==> src/rtl/serv_rf_ram_ctrl_if.sv <==
// Bus bundle for serv_rf_ram_ctrl: serial core side plus word-wide RAM side.
// master = the controller, slave = the core/RAM environment.
interface serv_rf_ram_ctrl_if #(
  parameter int width    = 8,
  parameter int csr_regs = 4
);
  localparam int rw    = $clog2(32 + csr_regs);
  localparam int depth = 32 * (32 + csr_regs) / width;
  localparam int aw    = $clog2(depth);

  logic             i_rreq;
  logic [rw-1:0]    i_rreg0;
  logic [rw-1:0]    i_rreg1;
  logic             o_ready;
  logic             o_rdata0;
  logic             o_rdata1;
  logic             i_wreq;
  logic [rw-1:0]    i_wreg;
  logic             i_wen;
  logic             i_wdata;
  logic [aw-1:0]    o_waddr;
  logic [width-1:0] o_wdata;
  logic             o_wen;
  logic [aw-1:0]    o_raddr;
  logic             o_ren;
  logic [width-1:0] i_rdata;

  modport master (
    input  i_rreq, i_rreg0, i_rreg1, i_wreq, i_wreg, i_wen, i_wdata, i_rdata,
    output o_ready, o_rdata0, o_rdata1, o_waddr, o_wdata, o_wen, o_raddr, o_ren
  );

  modport slave (
    output i_rreq, i_rreg0, i_rreg1, i_wreq, i_wreg, i_wen, i_wdata, i_rdata,
    input  o_ready, o_rdata0, o_rdata1, o_waddr, o_wdata, o_wen, o_raddr, o_ren
  );
endinterface

==> src/rtl/serv_rf_ram_ctrl.sv <==
// Serial register file to word RAM controller.
// Reads: prefetch two source registers and stream them out LSB first.
// Writes: deserialise one destination register and commit it word by word.
// Legal width: 4, 8, 16, 32.
// Optional build macro SERV_RF_X0_SUPPRESS_EN: drop every RAM write to x0.
//
// Read FSM states
//   state    | meaning
//   S_IDLE   | waiting for i_rreq
//   S_P0     | fetch word 0 of rreg0
//   S_P1     | fetch word 0 of rreg1, capture rreg0 word 0
//   S_P2     | capture rreg1 word 0, pulse o_ready
//   S_STREAM | 32 serial bits out, prefetching the following words
module serv_rf_ram_ctrl #(
  parameter int width    = 8,
  parameter int csr_regs = 4
) (
  input logic                 i_clk,
  input logic                 i_rst_n,
  serv_rf_ram_ctrl_if.master  bus
);
  localparam int W     = 32 / width;
  localparam int lw    = $clog2(width);
  localparam int rw    = $clog2(32 + csr_regs);
  localparam int depth = 32 * (32 + csr_regs) / width;
  localparam int aw    = $clog2(depth);

  localparam logic [2:0] S_IDLE   = 3'd0;
  localparam logic [2:0] S_P0     = 3'd1;
  localparam logic [2:0] S_P1     = 3'd2;
  localparam logic [2:0] S_P2     = 3'd3;
  localparam logic [2:0] S_STREAM = 3'd4;

  // reg*W + k equals {reg, k} since W is a power of two, and also works for W = 1.
  function automatic logic [aw-1:0] addr_of(input logic [rw-1:0] r, input logic [4:0] k);
    return aw'(r) * aw'(W) + aw'(k);
  endfunction

  // ---------------- read side ----------------
  logic [2:0]       rstate;
  logic [rw-1:0]    rreg0, rreg1;
  logic [4:0]       bcnt;
  logic [width-1:0] sh0, sh1, nx0, nx1;
  logic             cap0, cap1;
  logic [4:0]       rk, rbm;
  logic             more_words;
  logic             ren;
  logic [aw-1:0]    raddr;

  assign rk         = bcnt >> lw;
  assign rbm        = bcnt & 5'(width - 1);
  assign more_words = (int'(rk) < W - 1);

  // RAM read address/enable for the prefetch and in-stream next-word reads.
  always_comb begin
    ren   = 1'b0;
    raddr = '0;
    case (rstate)
      S_P0: begin
        ren   = 1'b1;
        raddr = addr_of(rreg0, 5'd0);
      end
      S_P1: begin
        ren   = 1'b1;
        raddr = addr_of(rreg1, 5'd0);
      end
      S_STREAM: begin
        if (more_words && rbm == 5'd0) begin
          ren   = 1'b1;
          raddr = addr_of(rreg0, 5'(rk + 5'd1));
        end else if (more_words && rbm == 5'd1) begin
          ren   = 1'b1;
          raddr = addr_of(rreg1, 5'(rk + 5'd1));
        end
      end
      default: ;
    endcase
  end

  // Read FSM, shift registers and next-word capture.
  always_ff @(posedge i_clk or negedge i_rst_n) begin
    if (!i_rst_n) begin
      rstate <= S_IDLE;
      rreg0  <= '0;
      rreg1  <= '0;
      bcnt   <= '0;
      sh0    <= '0;
      sh1    <= '0;
      nx0    <= '0;
      nx1    <= '0;
      cap0   <= 1'b0;
      cap1   <= 1'b0;
    end else begin
      cap0 <= (rstate == S_STREAM) && ren && (rbm == 5'd0);
      cap1 <= (rstate == S_STREAM) && ren && (rbm == 5'd1);
      if (cap0) nx0 <= bus.i_rdata;
      if (cap1) nx1 <= bus.i_rdata;
      case (rstate)
        S_IDLE: begin
          if (bus.i_rreq) begin
            rreg0  <= bus.i_rreg0;
            rreg1  <= bus.i_rreg1;
            rstate <= S_P0;
          end
        end
        S_P0: rstate <= S_P1;
        S_P1: begin
          sh0    <= bus.i_rdata;
          rstate <= S_P2;
        end
        S_P2: begin
          sh1    <= bus.i_rdata;
          bcnt   <= '0;
          rstate <= S_STREAM;
        end
        S_STREAM: begin
          if (rbm == 5'(width - 1)) begin
            sh0 <= nx0;
            sh1 <= nx1;
          end else begin
            sh0 <= {1'b0, sh0[width-1:1]};
            sh1 <= {1'b0, sh1[width-1:1]};
          end
          bcnt <= bcnt + 5'd1;
          if (bcnt == 5'd31) rstate <= S_IDLE;
        end
        default: rstate <= S_IDLE;
      endcase
    end
  end

  assign bus.o_ren    = ren;
  assign bus.o_raddr  = raddr;
  assign bus.o_ready  = (rstate == S_P2);
  assign bus.o_rdata0 = (rstate == S_STREAM) & sh0[0];
  assign bus.o_rdata1 = (rstate == S_STREAM) & sh1[0];

  // ---------------- write side ----------------
  logic             wactive;
  logic [rw-1:0]    wreg;
  logic [4:0]       wcnt;
  logic [width-2:0] wsh;
  logic [width-1:0] wword;
  logic [4:0]       wk, wbm;
  logic             wen_ok;
  logic             wen_q;
  logic [aw-1:0]    waddr_q;
  logic [width-1:0] wdata_q;

  assign wword = {bus.i_wdata, wsh};
  assign wk    = wcnt >> lw;
  assign wbm   = wcnt & 5'(width - 1);

`ifdef SERV_RF_X0_SUPPRESS_EN
  assign wen_ok = (wreg != '0);
`else
  assign wen_ok = 1'b1;
`endif

  // Write deserialiser; a word commits on the cycle after its last bit.
  always_ff @(posedge i_clk or negedge i_rst_n) begin
    if (!i_rst_n) begin
      wactive <= 1'b0;
      wreg    <= '0;
      wcnt    <= '0;
      wsh     <= '0;
      wen_q   <= 1'b0;
      waddr_q <= '0;
      wdata_q <= '0;
    end else begin
      wen_q <= 1'b0;
      if (!wactive) begin
        if (bus.i_wreq) begin
          wactive <= 1'b1;
          wreg    <= bus.i_wreg;
          wcnt    <= '0;
        end
      end else if (bus.i_wen) begin
        wsh  <= wword[width-1:1];
        wcnt <= wcnt + 5'd1;
        if (wbm == 5'(width - 1)) begin
          wen_q   <= wen_ok;
          waddr_q <= addr_of(wreg, wk);
          wdata_q <= wword;
        end
        if (wcnt == 5'd31) wactive <= 1'b0;
      end
    end
  end

  assign bus.o_wen   = wen_q;
  assign bus.o_waddr = waddr_q;
  assign bus.o_wdata = wdata_q;
endmodule

==> src/flat_wrapper.sv <==
// flat-port wrapper written by rule: the top's interface ports become plain ports
module serv_rf_ram_ctrl_flat 
#(
  parameter int width    = 8,
  parameter int csr_regs = 4
)
  (i_clk, i_rst_n, bus_i_rreq, bus_i_rreg0, bus_i_rreg1, bus_i_wreq, bus_i_wreg, bus_i_wen, bus_i_wdata, bus_i_rdata, bus_o_ready, bus_o_rdata0, bus_o_rdata1, bus_o_waddr, bus_o_wdata, bus_o_wen, bus_o_raddr, bus_o_ren);
  serv_rf_ram_ctrl_if #(.width(width), .csr_regs(csr_regs)) bus_i ();
  input logic i_clk;
  input logic i_rst_n;
  input wire logic [$bits(bus_i.i_rreq)-1:0] bus_i_rreq;
  input wire logic [$bits(bus_i.i_rreg0)-1:0] bus_i_rreg0;
  input wire logic [$bits(bus_i.i_rreg1)-1:0] bus_i_rreg1;
  input wire logic [$bits(bus_i.i_wreq)-1:0] bus_i_wreq;
  input wire logic [$bits(bus_i.i_wreg)-1:0] bus_i_wreg;
  input wire logic [$bits(bus_i.i_wen)-1:0] bus_i_wen;
  input wire logic [$bits(bus_i.i_wdata)-1:0] bus_i_wdata;
  input wire logic [$bits(bus_i.i_rdata)-1:0] bus_i_rdata;
  output wire logic [$bits(bus_i.o_ready)-1:0] bus_o_ready;
  output wire logic [$bits(bus_i.o_rdata0)-1:0] bus_o_rdata0;
  output wire logic [$bits(bus_i.o_rdata1)-1:0] bus_o_rdata1;
  output wire logic [$bits(bus_i.o_waddr)-1:0] bus_o_waddr;
  output wire logic [$bits(bus_i.o_wdata)-1:0] bus_o_wdata;
  output wire logic [$bits(bus_i.o_wen)-1:0] bus_o_wen;
  output wire logic [$bits(bus_i.o_raddr)-1:0] bus_o_raddr;
  output wire logic [$bits(bus_i.o_ren)-1:0] bus_o_ren;
  assign bus_i.i_rreq = bus_i_rreq;
  assign bus_i.i_rreg0 = bus_i_rreg0;
  assign bus_i.i_rreg1 = bus_i_rreg1;
  assign bus_i.i_wreq = bus_i_wreq;
  assign bus_i.i_wreg = bus_i_wreg;
  assign bus_i.i_wen = bus_i_wen;
  assign bus_i.i_wdata = bus_i_wdata;
  assign bus_i.i_rdata = bus_i_rdata;
  assign bus_o_ready = bus_i.o_ready;
  assign bus_o_rdata0 = bus_i.o_rdata0;
  assign bus_o_rdata1 = bus_i.o_rdata1;
  assign bus_o_waddr = bus_i.o_waddr;
  assign bus_o_wdata = bus_i.o_wdata;
  assign bus_o_wen = bus_i.o_wen;
  assign bus_o_raddr = bus_i.o_raddr;
  assign bus_o_ren = bus_i.o_ren;
  serv_rf_ram_ctrl #(.width(width), .csr_regs(csr_regs)) u_core (.i_clk(i_clk), .i_rst_n(i_rst_n), .bus(bus_i));
endmodule
==> config.mk <==
export PLATFORM = sky130hd
export DESIGN_NAME = serv_rf_ram_ctrl_flat
export DESIGN_NICKNAME = d
export VERILOG_FILES = /design/src/rtl/serv_rf_ram_ctrl_if.sv /design/src/rtl/serv_rf_ram_ctrl.sv /design/src/flat_wrapper.sv
export SDC_FILE = /design/constraint.sdc
export NUM_CORES = 1
export LEC_CHECK = 0
export ABC_AREA = 0
export BUFFER_PORTS_ARGS = -buffer_cell sky130_fd_sc_hd__clkbuf_2
export CAP_MARGIN = 15
export CORE_MARGIN = 10
export CORE_UTILIZATION = 52
export CTS_CLUSTER_DIAMETER = 80
export DETAILED_ROUTE_END_ITERATION = 12
export PLACE_DENSITY = 0.76
export RECOVER_POWER = 50
export SLEW_MARGIN = 0
export SYNTH_ARGS = -nofsm -noshare
export SYNTH_HDL_FRONTEND = slang
export SYNTH_SLANG_ARGS = --single-unit
==> constraint.sdc <==
create_clock -name i_clk -period 1.65 [get_ports i_clk]
set_input_delay 0.33 -clock i_clk [delete_from_list [all_inputs] [get_ports i_clk]]
set_output_delay 0.33 -clock i_clk [all_outputs]
set_load 0.005 [all_outputs]
After elaboration in Yosys (flattened, before gate mapping)
Index checks and enable logic that the tools add are counted.
W data, S select, Z words.
{"block": "word_totals", "out_inout_bits": 29, "register_bits": 90, "word_cells": 80, "input_bits": 32}
{"block": "op_classes", "addsub": 6, "n_eq_ne": 12, "reduce_logical": 17, "n_mux": 24, "bitwise_logic": 3, "magnitude_cmp": 1}
{"operator": "$mux W8", "count": 4}
{"operator": "$pmux W8 S2", "count": 2}
{"operator": "$pmux W8 S3", "count": 1}
{"operator": "$add A8 B5 Y8", "count": 2}
{"operator": "$mux W5", "count": 3}
{"operator": "$pmux W3 S5", "count": 1}
{"operator": "$add A5 B1 Y5 const B", "count": 2}
{"operator": "$eq A5 B5 Y1 const B", "count": 2}
{"operator": "$pmux W5 S2", "count": 1}
{"operator": "$reduce_and A2 Y1", "count": 5}
{"operator": "$eq A3 B3 Y1 const B", "count": 3}
{"operator": "$mux W1", "count": 9}
{"operator": "$add A8 B2 Y8", "count": 1}
{"operator": "$eq A3 B1 Y1 const B", "count": 2}
{"operator": "$eq A3 B2 Y1 const B", "count": 2}
{"operator": "$mux W3", "count": 2}
{"operator": "$ne A2 B2 Y1 const B", "count": 3}
{"operator": "$reduce_bool A2 Y1", "count": 3}
{"operator": "$logic_and A1 B1 Y1", "count": 5}
{"operator": "$logic_not A5 Y1", "count": 1}
{"operator": "$add A2 B1 Y3 const B", "count": 1}
{"operator": "$logic_not A3 Y1", "count": 1}
{"operator": "$reduce_and A3 Y1", "count": 1}
{"operator": "$and A1 B1 Y1", "count": 2}
{"operator": "4 further kinds", "count": 4}

Logic depth before layout (Yosys ltp)
Gate-level depths: netlist of the first run.
{"block": "logic_depth", "ltp_word": 7, "depth_mapped": 8}

Least setup slack after synthesis of the first run
No wires, ideal clock.
{"block": "synth_timing", "path_kind": "register to output", "startpoint": "register u_core.bcnt[3]", "endpoint": "output bus_o_raddr[6]", "path_buffers": 0, "t_arrival_ns": 1.477, "path_slack_ns": -0.157, "stages_incl_launch_ff": 9, "path_cell_list": "dfrtp_1 ha_1 ha_1 ha_1 nand3_1 xor2_1 nand2_1 o21ai_0 o22ai_1"}
{"block": "synth_between", "elab_chain_len": 5, "word_cells_on_any_way": 9}
{"element": "start, declared", "line_no": "serv_rf_ram_ctrl.sv:42", "rtl": "logic [4:0] bcnt;"}
{"element": "start signal, assigned", "line_no": "serv_rf_ram_ctrl.sv:124", "rtl": "bcnt <= bcnt + 5'd1;"}
{"element": "$add A2 B1 Y3 / $lt A2 B2 Y1 (equally long branches)", "line_no": "serv_rf_ram_ctrl.sv:70, serv_rf_ram_ctrl.sv:73, serv_rf_ram_ctrl.sv:52"}
{"element": "$add A8 B5 Y8 / $logic_and A1 B1 Y1 (equally long branches)", "line_no": "serv_rf_ram_ctrl.sv:36, serv_rf_ram_ctrl.sv:71"}
{"element": "$mux W8", "line_no": "serv_rf_ram_ctrl.sv:71", "rtl": "end else if (more_words && rbm == 5'd1) begin"}
{"element": "$mux W8 (*)", "line_no": "serv_rf_ram_ctrl.sv:68", "rtl": "if (more_words && rbm == 5'd0) begin"}
{"element": "$pmux W8 S3 (*)", "line_no": "serv_rf_ram_ctrl.sv:58", "rtl": "case (rstate)"}
{"element": "end, declared", "line_no": "flat_wrapper.sv:25", "rtl": "output wire logic [$bits(bus_i.o_raddr)-1:0] bus_o_raddr;"}
Mark *: on every way between the ends. The rest lies on a longest branch, timed or not.

Worst setup path in the final report of the first run
{"block": "layout_timing", "startpoint": "register u_core.bcnt[3]", "endpoint": "output bus_o_raddr[5]"}
Same word-level chain as after synthesis.

==> out/qor.json, run 1 <==
{
  "clock.fmax": {"value": 431, "unit": "MHz"},
  "cp_data_arrival_time": {"value": 1.99, "unit": "ns"},
  "setup-tns-final": {"value": -5.33, "unit": "ns"},
  "synth_flop_cell": {"value": "dfrtp_1"},
  "overall_track_demand_over_capacity_in_global_routing": {"value": 15.6, "unit": "%"},
  "start_kind": {"value": "flip-flop"},
  "totalPowerFinal": {"value": 9.39, "unit": "mW"},
  "worstSetupPathType": {"value": "flip-flop to output pin"},
  "initial_core_utilization": {"value": 52.7, "unit": "%"},
  "hold_class": {"value": "input pin to flip-flop"},
  "via_per_inst": {"value": 5.66},
  "synth_enable_flop_cells": {"value": 0},
  "via_total_after_detailed_routing": {"value": 3287},
  "syn2layout_area_growth": {"value": 26.8, "unit": "%"},
  "post-dp-hpwl": {"value": 6790, "unit": "um"},
  "synthesized_cell_area": {"value": 4290, "unit": "sq um"},
  "synth_xor_area_share": {"value": 1.84, "unit": "%"},
  "die_height": {"value": 111, "unit": "um"},
  "layout.cells.most_common": {"value": "dfrtp_1"},
  "portion_of_the_clock_cycle_consumed_by_the_worst_path_in_the_final_layout": {"value": 141, "unit": "%"},
  "detailedRoute.firstIterationViolations": {"value": 101},
  "static-leakage-power": {"value": 2.55, "unit": "nW"},
  "maxCapViolCount": {"value": 0},
  "die_area": {"value": 12300, "unit": "sq um"},
  "avgSynthCellArea": {"value": 11.5, "unit": "sq um"},
  "grt_overflow": {"value": 0},
  "vias_in_the_first_global_route": {"value": 3374},
  "fin_hold_ws": {"value": 0.194, "unit": "ns"},
  "cp-end-kind": {"value": "output pin"},
  "post_synthesis_cells": {"value": 374},
  "synth_fp_nets": {"value": 419},
  "final_cell_count_no_fill": {"value": 581},
  "cts.clk_slew.worst_paths": {"value": 0.10, "unit": "ns"},
  "power-per-cell-area": {"value": 1730, "unit": "nW/um^2"},
  "postLayoutCellArea": {"value": 5440, "unit": "sq um"},
  "synth_simple_gate_area_share": {"value": 10.1, "unit": "%"},
  "portBuffers": {"value": 60},
  "setup_slack": {"value": -0.671, "unit": "ns"},
  "worstSkewPairLatency": {"value": 0.36, "unit": "ns"},
  "asyncSetResetFlopFracSynth": {"value": 100, "unit": "%"},
  "max-vdd-ir-drop": {"value": 0.742, "unit": "mV"},
  "drt_drc": {"value": 0},
  "clock_sinks": {"value": 90},
  "rows": {"value": 33},
  "post_route_cells_drive_above_1_share": {"value": 42.4, "unit": "%"},
  "timing_worst_slew_pin_value": {"value": 0.664, "unit": "ns"},
  "dp_cells": {"value": 556},
  "cts_root_buffer": {"value": "clkbuf_8"},
  "pre_cts_slack": {"value": -0.249, "unit": "ns"},
  "final_core_utilization": {"value": 66.9, "unit": "%"},
  "antenna_cells": {"value": 0},
  "period_needed": {"value": 2.32, "unit": "ns"},
  "synth.yosys.warnings": {"value": 0},
  "synth_sequential_area_ratio": {"value": 52.5, "unit": "%"},
  "regToRegSetupSlack": {"value": 0.01, "unit": "ns"},
  "post_synthesis_mux_area_share": {"value": 17.1, "unit": "%"},
  "worst_ep_required_time": {"value": 1.32, "unit": "ns"},
  "clk_path_buf_depth": {"value": 2},
  "number_of_nets_in_the_layout": {"value": 517},
  "maximum_number_of_pins_on_one_net_before_global_route_repair": {"value": 38},
  "cts-htree-levels": {"value": 3},
  "placed_cell_area": {"value": 5020, "unit": "sq um"},
  "clock-skew-final": {"value": 0.0153, "unit": "ns"},
  "synth_compound_gate_area_share": {"value": 11.6, "unit": "%"},
  "ys_ff_latch": {"value": 90},
  "first_pass_iters": {"value": 4},
  "design.core.area": {"value": 8130, "unit": "sq um"},
  "final_max_slew_viol_count": {"value": 0},
  "cts_tree": {"value": "done"},
  "number_of_buffers_created_by_cts": {"value": 9},
  "drt_wl_total": {"value": 10000, "unit": "um"},
  "result_of_the_run": {"value": "finished with violations"},
  "timing_hold_violations_final": {"value": 0},
  "failing_checks": {"value": "negative setup slack"},
  "netlist-cell-type-count": {"value": 36},
  "synth_fa_ha_area_share": {"value": 3.79, "unit": "%"},
  "die_w": {"value": 111, "unit": "um"},
  "relSlewSlack": {"value": 55.7, "unit": "%"},
  "grt_setup_unrepaired": {"value": "yes"},
  "crit_path_max_fanout": {"value": 3},
  "main_combinational_cell_family_by_area_after_synthesis": {"value": "multiplexers"},
  "antenna_violations_before_repair": {"value": 0},
  "most-common-layout-cells": {"value": "dfrtp_1 (88), mux2_2 (50), clkbuf_2 (49)"},
  "final-setup-viol-count": {"value": 11},
  "grt_pass1_wl": {"value": 16200, "unit": "um"},
  "ios": {"value": 61},
  "ant_nets": {"value": 0},
  "gp_congestion": {"value": 0.814},
  "drt-wirelength-per-cell": {"value": 17.2, "unit": "um"}
}
-- cells in the mapped netlist, types with 7 or more instances --
| library cell | n | area share [%] |
|---|---|---|
| dfrtp_1 | 90 | 52 |
| mux2_2 | 50 | 13 |
| a21oi_1 | 34 | 4.0 |
| nor2_1 | 34 | 3.0 |
| nand2_1 | 28 | 2.4 |
| mux2i_1 | 17 | 4.0 |
| o22ai_1 | 15 | 2.2 |
| ha_1 | 13 | 3.8 |
| clkbuf_1 | 9 | 0.79 |
| and3_1 | 8 | 1.2 |
| a221o_1 | 7 | 1.6 |
| nand3_1 | 7 | 0.82 |
| xor2_1 | 7 | 1.4 |
-- worst paths after layout --
path	end	startpoint	depth (start not counted)
worst min register to register	u_core.wsh[0]	u_core.wsh[0]	2
min in group asynchronous	u_core.rreg1[3]	i_rst_n	2
max in group asynchronous	u_core.bcnt[0]	i_rst_n	3
worst max-delay path	bus_o_raddr[5]	u_core.bcnt[3]	9
worst min-delay path	u_core.wsh[6]	bus_i_wdata	3
worst max register to register	u_core.sh1[1]	u_core.bcnt[1]	7
-- state kept, by name, summed over array words and instances, names as in the netlist, 6 cells and up --
register and flops:
u_core.bus.o_waddr 8, u_core.bus.o_wdata 8, u_core.nx0 8, u_core.nx1 8
u_core.rreg0 6, u_core.rreg1 6, u_core.sh0 8, u_core.sh1 8
u_core.wreg 6, u_core.wsh 7
-- worst max-delay path, cell delays in order (launching register included) --
cell,delay [ns]
dfrtp_1,0.43
ha_4,0.21
ha_4,0.16
buf_4,0.12
nand3_1,0.08
xor2_1,0.18
nor2_1,0.08
a21oi_1,0.14
o22ai_1,0.09
buf_2,0.13
-- final cells by class --
class / count / area (sq um)
repair buffers: 107 / 748
fillers: 577 / 2690
well taps: 105 / 131
clock inverters: 4 / 51.3
multi-input cells: 259 / 2090
clock buffers: 11 / 141
inverters: 5 / 18.8
flip-flops and latches: 90 / 2250
-- power by group --
part / total, mW / switching (mW) / internal (mW) / leakage [nW]
Combinational: 4.07 / 1.89 / 2.19 / 1.33
Sequential: 3.83 / 0.748 / 3.08 / 1.13
Clock: 1.50 / 0.758 / 0.738 / 0.0958
Total: 9.39 / 3.39 / 6.00 / 2.55
-- layer usage --
metal | wire length, um | GRT usage [%] | part of all wire, %
met4 | 179 | 7.38 | 1.8
met1 | 4270 | 19.0 | 43
met2 | 4920 | 25.3 | 49
met5 | 0 | 0 | 0
met3 | 649 | 4.00 | 6.5
-- cells by family after synthesis --
| family | Yosys count |
|---|---|
| flops | 90 |
| xor+xnor | 9 |
| mux | 67 |
| fa+ha+maj | 13 |
| buf+inv | 26 |
| compound gates | 78 |
| simple gates | 91 |
-- what timing repair did --
| item | in CTS | in global routing |
|---|---|---|
| gates cloned | 0 | 2 |
| resized for setup | 3 | 43 |
| buffers inserted | 2 | 6 |
| setup endpoints to repair | 18 | 27 |
| pin swaps | 1 | 17 |
| hold buffers | 1 | 0 |
| endpoints found under the hold margin | 25 | 0 |
(Power assumes the default switching activity.)
==> inputs of run 2 (changes only) <==
BUFFER_PORTS_ARGS = unset   (was -buffer_cell sky130_fd_sc_hd__clkbuf_2)
CORE_UTILIZATION = 57   (was 52)
DONT_BUFFER_PORTS = 1   (was unset)
PLACE_DENSITY = 0.75   (was 0.76)
==> out/qor.json, run 2 (synthesis gave the netlist of run 1 again) <==
{
  "cts_root_buffer": {"value": "clkbuf_8"},
  "static-leakage-power": {"value": 2.22, "unit": "nW", "change": "-13%"},
  "clk_path_buf_depth": {"value": 2, "change": "unchanged"},
  "placed_cell_area": {"value": 4610, "unit": "sq um", "change": "-8.2%"},
  "overall_track_demand_over_capacity_in_global_routing": {"value": 16.6, "unit": "%", "change": "+0.93 points"},
  "max-vdd-ir-drop": {"value": 0.925, "unit": "mV", "change": "+25%"},
  "failing_checks": {"value": "negative hold slack, negative setup slack"},
  "cp_data_arrival_time": {"value": 1.82, "unit": "ns", "change": "-0.17 ns"},
  "setup_slack": {"value": -0.499, "unit": "ns", "change": "+0.172 ns"},
  "vias_in_the_first_global_route": {"value": 3008, "change": "-11%"},
  "start_kind": {"value": "flip-flop"},
  "portBuffers": {"value": 0, "change": "-100%"},
  "cts-htree-levels": {"value": 3, "change": "unchanged"},
  "gp_congestion": {"value": 0.827, "change": "+1.6%"},
  "clock.fmax": {"value": 465, "unit": "MHz", "change": "+8.0%"},
  "met2_usage": {"value": 28.9, "unit": "%", "change": "+3.6 points"},
  "setup-tns-final": {"value": -3.57, "unit": "ns", "change": "+1.75 ns"},
  "hold_class": {"value": "input pin to async pin"},
  "die_height": {"value": 107, "unit": "um", "change": "-3.7%"},
  "globalRoute.busiestLayer": {"value": "met2"},
  "regToRegSetupSlack": {"value": 0.02, "unit": "ns", "change": "about the same"},
  "critical_path.reg2reg.startpoint": {"value": "u_core.bcnt[0]"},
  "post-dp-hpwl": {"value": 6360, "unit": "um", "change": "-6.3%"},
  "initial_core_utilization": {"value": 58.8, "unit": "%", "change": "+6.1 points"},
  "clock-skew-final": {"value": 0.0134, "unit": "ns", "change": "-0.00199 ns"},
  "grt_util_met1": {"value": 18.8, "unit": "%", "change": "-0.19 points"},
  "syn2layout_area_growth": {"value": 17.5, "unit": "%"},
  "relSlewSlack": {"value": 65.5, "unit": "%", "change": "+9.8 points"},
  "timing_worst_slew_pin_value": {"value": 0.517, "unit": "ns", "change": "-0.148 ns"},
  "rows": {"value": 31, "change": "-6.1%"},
  "worstSkewPairLatency": {"value": 0.35, "unit": "ns", "change": "about the same"},
  "via_per_inst": {"value": 5.92, "change": "+4.7%"},
  "drt_wl_total": {"value": 9430, "unit": "um", "change": "-5.8%"},
  "ios": {"value": 61, "change": "unchanged"},
  "final_max_slew_viol_count": {"value": 0, "change": "unchanged"},
  "power-per-cell-area": {"value": 1780, "unit": "nW/um^2", "change": "+3.1%"},
  "die_w": {"value": 107, "unit": "um", "change": "-3.7%"},
  "drt_drc": {"value": 0, "change": "unchanged"},
  "period_needed": {"value": 2.15, "unit": "ns", "change": "-0.172 ns"},
  "cp_common_cell": {"value": "ha_4"},
  "maximum_number_of_pins_on_one_net_before_global_route_repair": {"value": 91, "change": "+140%"},
  "grt_pass1_wl": {"value": 15200, "unit": "um", "change": "-6.3%"},
  "first_pass_iters": {"value": 5, "change": "+1"},
  "portion_of_the_clock_cycle_consumed_by_the_worst_path_in_the_final_layout": {"value": 130, "unit": "%", "change": "-10 points"},
  "fin_hold_ws": {"value": -0.337, "unit": "ns", "change": "-0.531 ns"},
  "worst_ep_required_time": {"value": 1.32, "unit": "ns", "change": "about the same"},
  "design.core.area": {"value": 7290, "unit": "sq um", "change": "-10%"},
  "ant_nets": {"value": 0, "change": "unchanged"},
  "antenna_violations_before_repair": {"value": 0, "change": "unchanged"},
  "worstSetupPathType": {"value": "flip-flop to output pin"},
  "post_route_cells_drive_above_1_share": {"value": 32.3, "unit": "%", "change": "-10 points"},
  "ff2ff_path_depth": {"value": 6, "change": "-1"},
  "r2r-end": {"value": "u_core.sh1[1]"},
  "maxCapViolCount": {"value": 0, "change": "unchanged"},
  "cp-end-kind": {"value": "output pin"},
  "number_of_buffers_created_by_cts": {"value": 9, "change": "unchanged"},
  "number_of_nets_in_the_layout": {"value": 443, "change": "-14%"},
  "antenna_cells": {"value": 0, "change": "unchanged"},
  "grt_setup_unrepaired": {"value": "yes"},
  "drt-wirelength-per-cell": {"value": 18.8, "unit": "um", "change": "+9.0%"},
  "timing_hold_violations_final": {"value": 90, "change": "+90"},
  "result_of_the_run": {"value": "finished with violations"},
  "grt_overflow": {"value": 0, "change": "unchanged"},
  "max_incr_delay_on_cp": {"value": 0.40, "unit": "ns", "change": "-0.03 ns"},
  "timing.critical_path.cells": {"value": "ha_4 -> ha_4 -> and3_4 -> nand3_1 -> xor2_1 -> o22a_1 -> o22ai_2"},
  "final-setup-viol-count": {"value": 9, "change": "-2"},
  "crit_path_max_fanout": {"value": 3, "change": "unchanged"},
  "detailedRoute.firstIterationViolations": {"value": 123, "change": "+22%"},
  "clock_sinks": {"value": 90, "change": "unchanged"},
  "via_total_after_detailed_routing": {"value": 2974, "change": "-9.5%"},
  "timing.critical_path.slowest_stage_cell": {"value": "dfrtp_1"},
  "totalPowerFinal": {"value": 8.98, "unit": "mW", "change": "-4.4%"},
  "layout.cells.most_common": {"value": "dfrtp_1"},
  "most-common-layout-cells": {"value": "dfrtp_1 (88), mux2_2 (50), a21oi_1 (33)"},
  "cts.clk_slew.worst_paths": {"value": 0.09, "unit": "ns", "change": "about the same"},
  "grt_util_met3": {"value": 5.39, "unit": "%", "change": "+1.4 points"},
  "cts_tree": {"value": "done"},
  "postLayoutCellArea": {"value": 5040, "unit": "sq um", "change": "-7.3%"},
  "die_area": {"value": 11400, "unit": "sq um", "change": "-7.2%"}
}
[run 2: layout make-up]
class	instances	area, sq um
clock buffers	11	151
clock inverters	5	61.3
flip-flops and latches	90	2250
repair buffers	33	325
inverters	5	18.8
fillers	538	2250
well taps	99	124
multi-input cells	259	2110
[run 2: report_power, final]
group          internal (mW)  total [mW]  leakage [nW]  switching, mW
logic                   1.86        3.53         0.999           1.67
registers               3.08        3.88          1.13          0.800
clock network          0.788        1.56        0.0982          0.774
total                   5.73        8.98          2.22           3.24
[run 2: timing repair]
item	CTS	global route
setup endpoints to repair	18	24
resized for setup	23	11
hold endpoints to repair	90	90
buffers inserted	3	1
gates cloned	1	1
pin swaps	4	5
[run 2: layer usage]
metal,wire length (um),part of all wire (%)
met1,3830,41
met2,4830,51
met3,670,7.1
met4,100,1.1
met5,0,0
[run 2: metrics by stage]
step | std cells | setup WS [ns] | util (%)
6_report | 502 | -0.499 | 69.1
4_1_cts | 500 | -0.510 | 68.1
3_5_place_dp | 480 | -0.169 | 63.2
2_1_floorplan | 374 | -0.0780 | -
5_1_grt | 502 | -0.596 | 69.1
3_3_place_gp | 480 | -0.101 | 63.2
[run 2: worst max path at each step]
stage / endpoint / startpoint / slack (ns)
3_5_place_dp: bus_o_raddr[4] / u_core.bcnt[3] / -0.17
6_report: bus_o_raddr[7] / u_core.bcnt[4] / -0.50
4_1_cts: bus_o_raddr[7] / u_core.bcnt[4] / -0.51
3_3_place_gp: bus_o_raddr[7] / u_core.bcnt[4] / -0.10
2_1_floorplan: bus_o_raddr[7] / u_core.bcnt[3] / -0.08
5_1_grt: bus_o_raddr[7] / u_core.bcnt[4] / -0.60
[run 2: worst max-delay path: cells and delay by family (launching register included)]
kind,cells,cell delay [ns]
DFF,1,0.40
adders and majority gates,2,0.33
AOI/OAI and AO/OA,2,0.31
and+or+nand+nor,2,0.28
xor gates and xnor gates,1,0.16
==> inputs of run 3 (changes only) <==
CORE_UTILIZATION = 50   (was 57)
CTS_BUF_LIST = sky130_fd_sc_hd__clkbuf_4 sky130_fd_sc_hd__clkbuf_8 sky130_fd_sc_hd__clkbuf_16   (was unset)
PLACE_DENSITY = 0.68   (was 0.75)
RECOVER_POWER = unset   (was 50)
==> out/qor.json, run 3 (synthesis gave the netlist of run 1 again) <==
{
  "start_kind": {"value": "flip-flop"},
  "final-setup-viol-count": {"value": 9, "change": "unchanged"},
  "first_pass_iters": {"value": 4, "change": "-1"},
  "cts.clk_slew.worst_paths": {"value": 0.11, "unit": "ns", "change": "+0.02 ns"},
  "worstSkewPairLatency": {"value": 0.36, "unit": "ns", "change": "about the same"},
  "clock-skew-final": {"value": 0.0183, "unit": "ns", "change": "+0.00496 ns"},
  "number_of_nets_in_the_layout": {"value": 444, "change": "+0.23%"},
  "detailedRoute.firstIterationViolations": {"value": 115, "change": "-6.5%"},
  "max-vdd-ir-drop": {"value": 0.855, "unit": "mV", "change": "-7.6%"},
  "switching_power": {"value": 3.32, "unit": "mW", "change": "+2.3%"},
  "most-common-layout-cells": {"value": "dfrtp_1 (89), mux2_2 (50), a21oi_1 (33)"},
  "cp-end-kind": {"value": "output pin"},
  "rows": {"value": 33, "change": "+6.5%"},
  "overall_track_demand_over_capacity_in_global_routing": {"value": 14.5, "unit": "%", "change": "-2.0 points"},
  "power_frac_clock": {"value": 17.3, "unit": "%", "change": "about the same"},
  "cell_internal_pwr": {"value": 5.71, "unit": "mW", "change": "-0.48%"},
  "sequential_cell_area": {"value": 2250, "unit": "sq um", "change": "about the same"},
  "drt-wirelength-per-cell": {"value": 18.3, "unit": "um", "change": "-2.7%"},
  "grt_pass1_wl": {"value": 15400, "unit": "um", "change": "+1.2%"},
  "initial_core_utilization": {"value": 51.7, "unit": "%", "change": "-7.1 points"},
  "power-per-cell-area": {"value": 1770, "unit": "nW/um^2", "change": "-0.52%"},
  "timing_worst_slew_pin_value": {"value": 0.410, "unit": "ns", "change": "-0.107 ns"},
  "power.combinational.fraction": {"value": 39.6, "unit": "%", "change": "+0.2 points"},
  "postLayoutCellArea": {"value": 5100, "unit": "sq um", "change": "+1.1%"},
  "n_fill_cell": {"value": 647, "change": "+20%"},
  "multi_input_area": {"value": 2150, "unit": "sq um", "change": "+2.0%"},
  "post_route_cells_drive_above_1_share": {"value": 35.1, "unit": "%", "change": "+2.9 points"},
  "netSwitchingFraction": {"value": 36.8, "unit": "%", "change": "+0.64 points"},
  "period_needed": {"value": 2.17, "unit": "ns", "change": "+0.0199 ns"},
  "hold_class": {"value": "input pin to async pin"},
  "worst_ep_required_time": {"value": 1.32, "unit": "ns", "change": "about the same"},
  "totalPowerFinal": {"value": 9.03, "unit": "mW", "change": "+0.54%"},
  "crit_path_max_fanout": {"value": 3, "change": "unchanged"},
  "cts-htree-levels": {"value": 3, "change": "unchanged"},
  "result_of_the_run": {"value": "finished with violations"},
  "power.share.sequential": {"value": 43.2, "unit": "%", "change": "about the same"},
  "die_area": {"value": 12700, "unit": "sq um", "change": "+11%"},
  "timing_hold_violations_final": {"value": 90, "change": "unchanged"},
  "syn2layout_area_growth": {"value": 18.8, "unit": "%"},
  "failing_checks": {"value": "negative hold slack, negative setup slack"},
  "via_total_after_detailed_routing": {"value": 2948, "change": "-0.87%"},
  "antenna_cells": {"value": 0, "change": "unchanged"},
  "antenna_violations_before_repair": {"value": 0, "change": "unchanged"},
  "die_w": {"value": 113, "unit": "um", "change": "+5.5%"},
  "grt_setup_unrepaired": {"value": "yes"},
  "vias_in_the_first_global_route": {"value": 3077, "change": "+2.3%"},
  "relSlewSlack": {"value": 72.7, "unit": "%", "change": "+7.1 points"},
  "maxCapViolCount": {"value": 0, "change": "unchanged"},
  "drt_drc": {"value": 0, "change": "unchanged"},
  "drt_wl_total": {"value": 9300, "unit": "um", "change": "-1.4%"},
  "maximum_number_of_pins_on_one_net_before_global_route_repair": {"value": 91, "change": "unchanged"},
  "die_height": {"value": 113, "unit": "um", "change": "+5.5%"},
  "gp_congestion": {"value": 0.810, "change": "-2.1%"},
  "cts_root_buffer": {"value": "clkbuf_8"},
  "ant_nets": {"value": 0, "change": "unchanged"},
  "placed_cell_area": {"value": 4630, "unit": "sq um", "change": "+0.43%"},
  "via_per_inst": {"value": 5.79, "change": "-2.2%"},
  "design.core.area": {"value": 8300, "unit": "sq um", "change": "+14%"},
  "fin_hold_ws": {"value": -0.345, "unit": "ns", "change": "-0.00765 ns"},
  "clock.fmax": {"value": 461, "unit": "MHz", "change": "-0.92%"},
  "post-dp-hpwl": {"value": 6260, "unit": "um", "change": "-1.6%"},
  "ios": {"value": 61, "change": "unchanged"},
  "cp_data_arrival_time": {"value": 1.84, "unit": "ns", "change": "+0.02 ns"},
  "static-leakage-power": {"value": 2.24, "unit": "nW", "change": "+0.88%"},
  "worstSetupPathType": {"value": "flip-flop to output pin"},
  "ff2ff_path_depth": {"value": 8, "change": "+2"},
  "portBuffers": {"value": 0, "change": "unchanged"},
  "final_max_slew_viol_count": {"value": 0, "change": "unchanged"},
  "clk_path_buf_depth": {"value": 2, "change": "unchanged"},
  "portion_of_the_clock_cycle_consumed_by_the_worst_path_in_the_final_layout": {"value": 131, "unit": "%", "change": "+1.2 points"},
  "clock_sinks": {"value": 90, "change": "unchanged"},
  "layout.cells.most_common": {"value": "dfrtp_1"},
  "number_of_buffers_created_by_cts": {"value": 9, "change": "unchanged"},
  "grt_overflow": {"value": 0, "change": "unchanged"},
  "setup_slack": {"value": -0.519, "unit": "ns", "change": "-0.0199 ns"},
  "cts_tree": {"value": "done"}
}
## run 3: area by class of cell
type,count,share of cell area (%)
Sequential cell,90,44.2
Multi-Input combinational cell,259,42.2
Timing Repair Buffer,34,6.60
Clock buffer,10,2.58
Tap cell,105,2.58
Clock inverter,6,1.47
Inverter,5,0.368
## run 3: power by group through the flow
stage	clock network [mW]	logic (mW)	registers (mW)
CTS	1.61	3.45	3.86
finish	1.56	3.57	3.89
global route	1.69	3.94	4.02
global placement	0	3.04	3.84
detailed placement	0	3.15	3.89
floorplan	0	2.44	3.65
## run 3: path summary, 6_finish.rpt
path	startpoint	end	slack, ns
min reg2reg	u_core.wsh[0]	u_core.wsh[0]	0.49
min in group i_clk	bus_i_wen	u_core.wactive	0.08
max in group asynchronous	i_rst_n	u_core.bcnt[4]	1.83
max	u_core.bcnt[4]	bus_o_raddr[7]	-0.52
min	i_rst_n	u_core.sh1[6]	-0.34
max reg2reg	u_core.bcnt[0]	u_core.sh0[6]	0.01
## run 3: stage by stage
step	cells	util (%)	setup WS (ns)	hold WS (ns)	TNS, ns
final	509	61.4	-0.519	-0.345	-3.77
after global routing	509	61.4	-0.616	-0.376	-5.22
after CTS	508	60.5	-0.492	-0.369	-3.68
after detailed placement	486	55.8	-0.144	0.0371	-0.648
after global placement	486	55.8	-0.0977	0.0371	-0.461
after floorplan	374	-	-0.0780	0.0344	-0.173
## run 3: what timing repair did
item,4_1_cts,5_1_grt
pin swaps,14,8
endpoints found under the setup margin,10,26
setup buffers,4,1
cloned,2,0
endpoints found under the hold margin,90,90
gates resized for setup,28,13
## run 3: critical path: stages (launching register included)
cell	delay (ns)
dfrtp_1	0.40
ha_4	0.18
ha_4	0.14
and3_4	0.22
nand3_2	0.10
xor2_1	0.16
o22a_1	0.17
o22ai_2	0.13
## run 3: layer usage
layer  GRT usage, %  part of all wire [%]  vias up
li1               -                     -     1385
met1           16.6                    41     1471
met2           24.7                    50       79
met3           5.06                   7.3       13
met4           4.82                   1.5        0
met5              0                     0        -
